**src/rtl/spi_slave_ram_burst.sv**
```systemverilog
// SPI slave (system-clock sampled) with an integrated single-port RAM and address/data framing.
// Define SPI_SLAVE_BURST_EN for multi-word streaming with address auto-increment; otherwise one word per frame.
module spi_slave_ram_burst #(
    parameter int ADDR_W    = 8,
    parameter int DATA_W    = 8,
    parameter int MEM_DEPTH = 256
) (
    input  logic clk,
    input  logic rst_n,
    input  logic ss_n,
    input  logic MOSI,
    output logic MISO
);
    localparam int SR_W  = (ADDR_W > DATA_W) ? ADDR_W : DATA_W;
    localparam int CNT_W = $clog2(SR_W + 1);
    localparam logic [CNT_W-1:0]  ADDR_LAST = CNT_W'(ADDR_W - 1);
    localparam logic [CNT_W-1:0]  DATA_LAST = CNT_W'(DATA_W - 1);
    localparam logic [ADDR_W-1:0] ADDR_TOP  = ADDR_W'(MEM_DEPTH - 1);
`ifdef SPI_SLAVE_BURST_EN
    localparam bit BURST = 1'b1;
`else
    localparam bit BURST = 1'b0;
`endif

    // HOLD is the idle-wait state: frame is finished, ignore MOSI until ss_n rises.
    typedef enum logic [2:0] {IDLE, CMD, WR_ADDR, WR_DATA, RD_ADDR, RD_LOAD, RD_SHIFT, HOLD} state_t;

    state_t            state, state_nx;
    logic [ADDR_W-1:0] wr_addr, rd_addr;
    logic [SR_W-1:0]   sr;
    logic [CNT_W-1:0]  cnt;
    logic              armed;
    logic [DATA_W-1:0] mem [MEM_DEPTH];
    logic [DATA_W-1:0] rd_word, wr_word;
    logic [ADDR_W-1:0] addr_in;
    logic              addr_done, data_done, we;

    function automatic logic [ADDR_W-1:0] nxt(input logic [ADDR_W-1:0] a);
        return (a == ADDR_TOP) ? '0 : a + 1'b1;
    endfunction

    assign addr_in   = {sr[ADDR_W-2:0], MOSI};
    assign wr_word   = {sr[DATA_W-2:0], MOSI};
    assign addr_done = !ss_n && cnt == ADDR_LAST;
    assign data_done = !ss_n && cnt == DATA_LAST;
    assign we        = state == WR_DATA && data_done && int'(wr_addr) < MEM_DEPTH;

    always_comb begin
        rd_word = '0;
        if (int'(rd_addr) < MEM_DEPTH) rd_word = mem[rd_addr];
    end

    always_comb begin
        state_nx = state;
        if (state != IDLE && ss_n) begin
            state_nx = IDLE;
        end else begin
            case (state)
                IDLE: if (!ss_n && armed) state_nx = CMD;
                CMD: begin
                    if (cnt == CNT_W'(1)) begin
                        case ({sr[0], MOSI})
                            2'b00:   state_nx = WR_ADDR;
                            2'b01:   state_nx = WR_DATA;
                            2'b10:   state_nx = RD_ADDR;
                            default: state_nx = RD_LOAD;
                        endcase
                    end
                end
                WR_ADDR, RD_ADDR: if (cnt == ADDR_LAST) state_nx = HOLD;
                WR_DATA:  if (cnt == DATA_LAST && !BURST) state_nx = HOLD;
                RD_LOAD:  state_nx = RD_SHIFT;
                RD_SHIFT: if (cnt == DATA_LAST) state_nx = BURST ? RD_LOAD : HOLD;
                default:  ;
            endcase
        end
    end

    always_ff @(posedge clk) begin
        if (!rst_n) state <= IDLE;
        else        state <= state_nx;
    end

    always_ff @(posedge clk) begin
        if (!rst_n) begin
            wr_addr <= '0;
            rd_addr <= '0;
            sr      <= '0;
            cnt     <= '0;
            MISO    <= 1'b0;
            armed   <= 1'b0;
        end else begin
            // After reset a frame may only start once ss_n has been seen high.
            armed <= armed | ss_n;
            MISO  <= (state == RD_SHIFT && !ss_n) ? sr[DATA_W-1] : 1'b0;

            if (state_nx != state || state == IDLE || state == HOLD ||
                (state == WR_DATA && cnt == DATA_LAST))
                cnt <= '0;
            else
                cnt <= cnt + 1'b1;

            case (state)
                CMD, WR_ADDR, WR_DATA, RD_ADDR: sr <= {sr[SR_W-2:0], MOSI};
                RD_LOAD:  sr <= SR_W'(rd_word);
                RD_SHIFT: sr <= sr << 1;
                default:  ;
            endcase

            if (state == WR_ADDR && addr_done) wr_addr <= addr_in;
            if (state == RD_ADDR && addr_done) rd_addr <= addr_in;
            if (BURST && state == WR_DATA && data_done) wr_addr <= nxt(wr_addr);
            if (BURST && state == RD_LOAD && !ss_n)     rd_addr <= nxt(rd_addr);
        end
    end

    // RAM contents survive reset; writes are simply suppressed while it is held.
    always_ff @(posedge clk) begin
        if (rst_n && we) mem[wr_addr] <= wr_word;
    end
endmodule

```
**config.mk**
```make
export PLATFORM = sky130hd
export DESIGN_NAME = spi_slave_ram_burst
export DESIGN_NICKNAME = d
export VERILOG_FILES = /design/src/rtl/spi_slave_ram_burst.sv
export SDC_FILE = /design/constraint.sdc
export NUM_CORES = 2
export LEC_CHECK = 0
export ABC_AREA = 1
export CAP_MARGIN = 20
export CORE_MARGIN = 8
export CORE_UTILIZATION = 50
export CTS_CLUSTER_SIZE = 40
export DETAILED_ROUTE_END_ITERATION = 12
export PLACE_DENSITY = 0.62
export SYNTH_ARGS = -nofsm -noshare
export SYNTH_HDL_FRONTEND = slang
export SYNTH_SLANG_ARGS = --single-unit
```
**constraint.sdc**
```tcl
create_clock -name clk -period 8.75 [get_ports clk]
set_input_delay 1.3125 -clock clk [delete_from_list [all_inputs] [get_ports clk]]
set_output_delay 1.3125 -clock clk [all_outputs]
set_load 0.05 [all_outputs]
```
After elaboration in Yosys (flattened, before gate mapping)
Memory sizes are Yosys's and may differ from the RTL's. A register that Yosys moved wholly into a read port is not among the register bits.
Index checks and enable logic that the tools add are counted.

storage, ports and cells
  bits in registers = 33
  memory bits (writable) = 2048
  input port bits = 4
  output and inout bits = 1
  logic and storage cells = 55
  memories = 1

operators by class
  add/subtract/negate cells = 1
  equal/unequal tests = 12
  multiplexer cells = 11
  bitwise operators = 2
  reductions and logical operators = 21

memory list
  name  depth  width  rd ports  clocked after Yosys merged registers in  wr ports  line  text
  mem   256    8      1         1                                        1         33    logic [DATA_W-1:0] mem [MEM_DEPTH];

operators by type and width
  kind                 number
  $pmux 8 s3           1
  $mux 8               2
  $eq 3x3->1 const B   4
  $mux 3               4
  $pmux 3 s4           1
  $logic_and 1x1->1    9
  $pmux 3 s3           1
  $reduce_or 4->1      2
  $eq 3x2->1 const B   2
  $reduce_bool 3->1    2
  $add 4x1->4 const B  1
  $eq 4x1->1 const B   1
  $eq 4x3->1 const B   1
  $eq 3x1->1 const B   1
  $logic_not 3->1      1
  $logic_or 1x1->1     3
  $ne 3x3->1           1
  $eq 2x1->1 const B   1
  $eq 2x2->1 const B   1
  $logic_not 2->1      1
  $mux 1               2
  $reduce_and 2->1     1
  $reduce_or 2->1      1
  $logic_not 1->1      1
  2 further kinds      2

Longest topological paths before layout
  depth in word-level cells = 10
  mapped depth = 17
  gate-level depth less buffers = 13

Worst setup path after synthesis
No wires, ideal clock.

  kind = register to register
  from = reg sr[0]
  to = reg cnt[2]
  setup time = 0.081 ns
  arrival time = 4.905 ns
  data required time = 8.669 ns
  path slack = 3.765 ns
  stages on the path, launching flop included = 8
  buffers on the path = 0
  clock period less this slack = 4.985 ns
  cells stage by stage = dfxtp_1 inv_1 o31ai_1 nand2_1 xnor2_1 a21oi_1 o2111ai_1 nor3b_1

between the ends
  word-level cells in the longest chain between the ends = 10
  elaborated cells on any way between the ends = 12
  classes of those cells = eq/ne (3); mux (4); reduce/logical (5)

ends and longest elaborated chain
  item                                  line  text
  start: declaration                    30    logic [SR_W-1:0] sr;
  start signal: assignment              104   CMD, WR_ADDR, WR_DATA, RD_ADDR: sr <= {sr[SR_W-2:0], MOSI};
  start signal: assignment              105   RD_LOAD: sr <= SR_W'(rd_word);
  start signal: assignment              106   RD_SHIFT: sr <= sr << 1;
  $eq 2x2->1 (tied with other cells)    62    case ({sr[0], MOSI})
  $pmux 3 s3 (*)                        62
  $mux 3 (*)                            61    if (cnt == CNT_W'(1)) begin
  $pmux 3 s4 (*)                        58    case (state)
  $mux 3 (*)                            55    if (state != IDLE && ss_n) begin
  $ne 3x3->1 (*)                        97    if (state_nx != state || state == IDLE || state == HOLD ||
  $logic_or 1x1->1 (*) (3 in series)    97
  $reduce_or 2->1 (no source line) (*)  --
  end signal: assignment                101   cnt <= cnt + 1'b1;
  end: declaration                      31    logic [CNT_W-1:0] cnt;

Every way passes the cells marked *; elsewhere a longest branch is shown, timed or not.
A chain may end at the register's enable or synchronous reset.

==> run metrics <==
post-synth top area share=0.7234; drt pass-1 iters=7; num rows=151; final setup fails=0; Final Critical Period=4.438 ns; Seq/Total Area, Yosys=0.7331; fmax=225.3 MHz; #FFs+latches synth=2,089; initial core utilization=0.5028; global-route wire length before repair=331,200 µm; maxcap violations=0; Via Count=54.36k; postcts setup bufs=0; clock buffer count from CTS=207; gr usage total=0.2355; most frequent cells after synthesis=nand2_1 (2,123), edfxtp_1 (2,048), nand3_1 (2,029); synthesis warning total=0; PD cells=210.1 nW/µm²; DRC Markers=0; Synth area leader=edfxtp_1; initial antenna violation count=9; CP arrival=5.18 ns; core area=169,100 µm²; I/O Buffers=4; Root Buffer Master=clkbuf_16; die area=183,500 µm²; RSZ-0062 raised after global routing=no; VDD IR max=0.2371 mV; # IOs=5; worst min path class=flip-flop to flip-flop; Die X=428.3 µm; Avg WL per Cell=23.85 µm; Worst-Skew Late Latency=0.84 ns; Max Buffers Root-to-Sink=3; Post-synth ARST share=0; share of post-route cells with drive strength above 1=0.06630; initial drt markers=6,526; area grow syn2layout=9.109%; Setup crit end kind=flip-flop; FILL cells=14.06k; Mapped Area=85,010 µm²; Pleak=31.90 nW; Worst R2R Path Depth=14; Critical Path RT=9.49 ns; Worst Hold Depth=1; RD Place Congestion=0.8411; Core Util, Final=0.5486; HPWL after DPL=120,100 µm; Main synth FF type=edfxtp_1; worst-margin pin slew=1.123 ns; Post-CTS Hold Fix Bufs=0; status=finished clean; post-route clock skew=0.03268 ns; Post-Syn Area per Cell=11.89 µm²; H-tree depth=4; Clock Sinks=2,089; worst hold slack=0.4745 ns; final instance area=92,760 µm²; largest net degree at the start of global routing=220; nets=6,956; Critical Path Fanout Max=174; placed cell count=8,955; Setup TNS Final=0 ns; Via density=5.818; Period Utilization, post-route=0.5072; final wirelength=222,900 µm; fin. max-slew vios=0; endpoints failing hold=0; post_cts resized=0; largest cells by area after synthesis=edfxtp_1 (72%), nand3_1 (12%), nand2_1 (9.4%), buf_2 (1.6%), nor2_1 (1.1%); clock-pin transition on the worst setup and hold timing paths=0.06 ns; top-count cell post-synth=nand2_1; critical path startpoint category=flip-flop; CTS tree=built; Crit Path Class=flip-flop to flip-flop; vias in the first global route=51.55k; Post-Syn Nets=7,154; slew margin rel.=0.2513; final antenna-violating net count=0; total grt overflow=0; Post-synth EDFFs=2,048; synthesized instance count=7,148; Yosys cell types=34; non-filler instance count after layout=9,344; Die Span Y=428.3 µm; Placed Area=86,160 µm²
final cells by class:
type                       count  area [µm²]  area share
inverter                      33       157.7    0.001700
tap                         2218        2775     0.02992
antenna                        7       17.52   0.0001888
sequential                  2089       62360      0.6723
multi-input combinational   4536       20060      0.2163
clock inverter               119        1012     0.01091
clock buffer                 259        5460     0.05887
timing repair buffer          83       905.9    0.009766
power by group:
part / total, mW / internal [mW] / leakage, nW / switching (mW)
clock network: 8.56 / 4.85 / 3.15 / 3.72
registers: 10.9 / 10.9 / 19.2 / 0.00224
logic: 0.0655 / 0.00658 / 9.52 / 0.0589
metal layers:
layer	global-route usage	share of wire	up-vias
met4	0.07543	0.031	0
met2	0.3724	0.46	2374
met3	0.03840	0.086	385
met5	0	0	-
li1	-	-	25010
met1	0.3364	0.42	26592
path summary, 6_finish.rpt:
path                   endpoint              start  slack [ns]
min           cnt[0]$_SDFF_PP0_  cnt[0]$_SDFF_PP0_        0.47
min reg2reg   cnt[0]$_SDFF_PP0_  cnt[0]$_SDFF_PP0_        0.47
max reg2reg  sr[1]$_SDFFE_PN0P_          flip-flop        4.31
max          sr[1]$_SDFFE_PN0P_          flip-flop        4.31
logic make-up (layout without fill, tap and decap cells):
logic type / count (synthesis) / count (layout) / synth area share
adders and majority gates: 2 / 2 / 0.0002943
DFF: 2089 / 2089 / 0.7331
other: 0 / 7 / 0
and+or+nand+nor: 4486 / 4486 / 0.2322
AOI/OAI and AO/OA: 45 / 45 / 0.002782
buffers and inverters: 523 / 494 / 0.03139
xor gates and xnor gates: 3 / 3 / 0.0003091
cells in the final DEF, fill, tap and decap left out, types with 2 or more instances in the layout:
master	count
nand2_1	2107
edfxtp_1	2048
nand3_1	2029
nor2_1	242
clkbuf_16	211
nor2_2	62
clkinv_1	61
buf_4	60
clkbuf_1	48
clkinv_2	29
dfxtp_1	28
inv_1	25
a21oi_1	23
nand2_2	21
o21ai_0	18
bufinv_16	15
buf_12	15
nand2_4	12
dfxtp_4	11
diode_2	7
nor3_4	4
inv_16	4
clkinv_8	4
clkinvlp_4	4
buf_16	4
nor3_1	3
inv_6	3
clkdlybuf4s50_1	3
inv_2	2
inv_8	2
xor2_1	2
ha_1	2
dfxtp_2	2
registers in the layout, summed over array words and instances (netlist names), named ones only:
register and flops:
rd_addr 8, armed 1, sr 8, state 3, mem 2048, MISO 1
cnt 4, wr_addr 8
through the flow:
step           setup slack [ns]  total power [mW]
2_1_floorplan             3.765             11.09
3_3_place_gp              4.319             11.13
3_5_place_dp              4.255             11.13
4_1_cts                   4.449             19.58
5_1_grt                   4.145             19.96
6_report                  4.312             19.49
worst max-delay path, stage by stage (launching register included):
cell and delay [ns]:
dfxtp_4 0.88, buf_12 0.52, buf_4 0.88, nand2_1 0.16
nand3_1 0.13, nand3_1 0.12, nand3_1 0.17, nand3_1 0.10
nand3_1 0.26, nand3_1 0.26, nand2_1 0.15, nand2_1 0.06
nand3_1 0.08, nand2_1 0.07, a21oi_1 0.12
No activity file was read; power rests on OpenSTA's default activity.
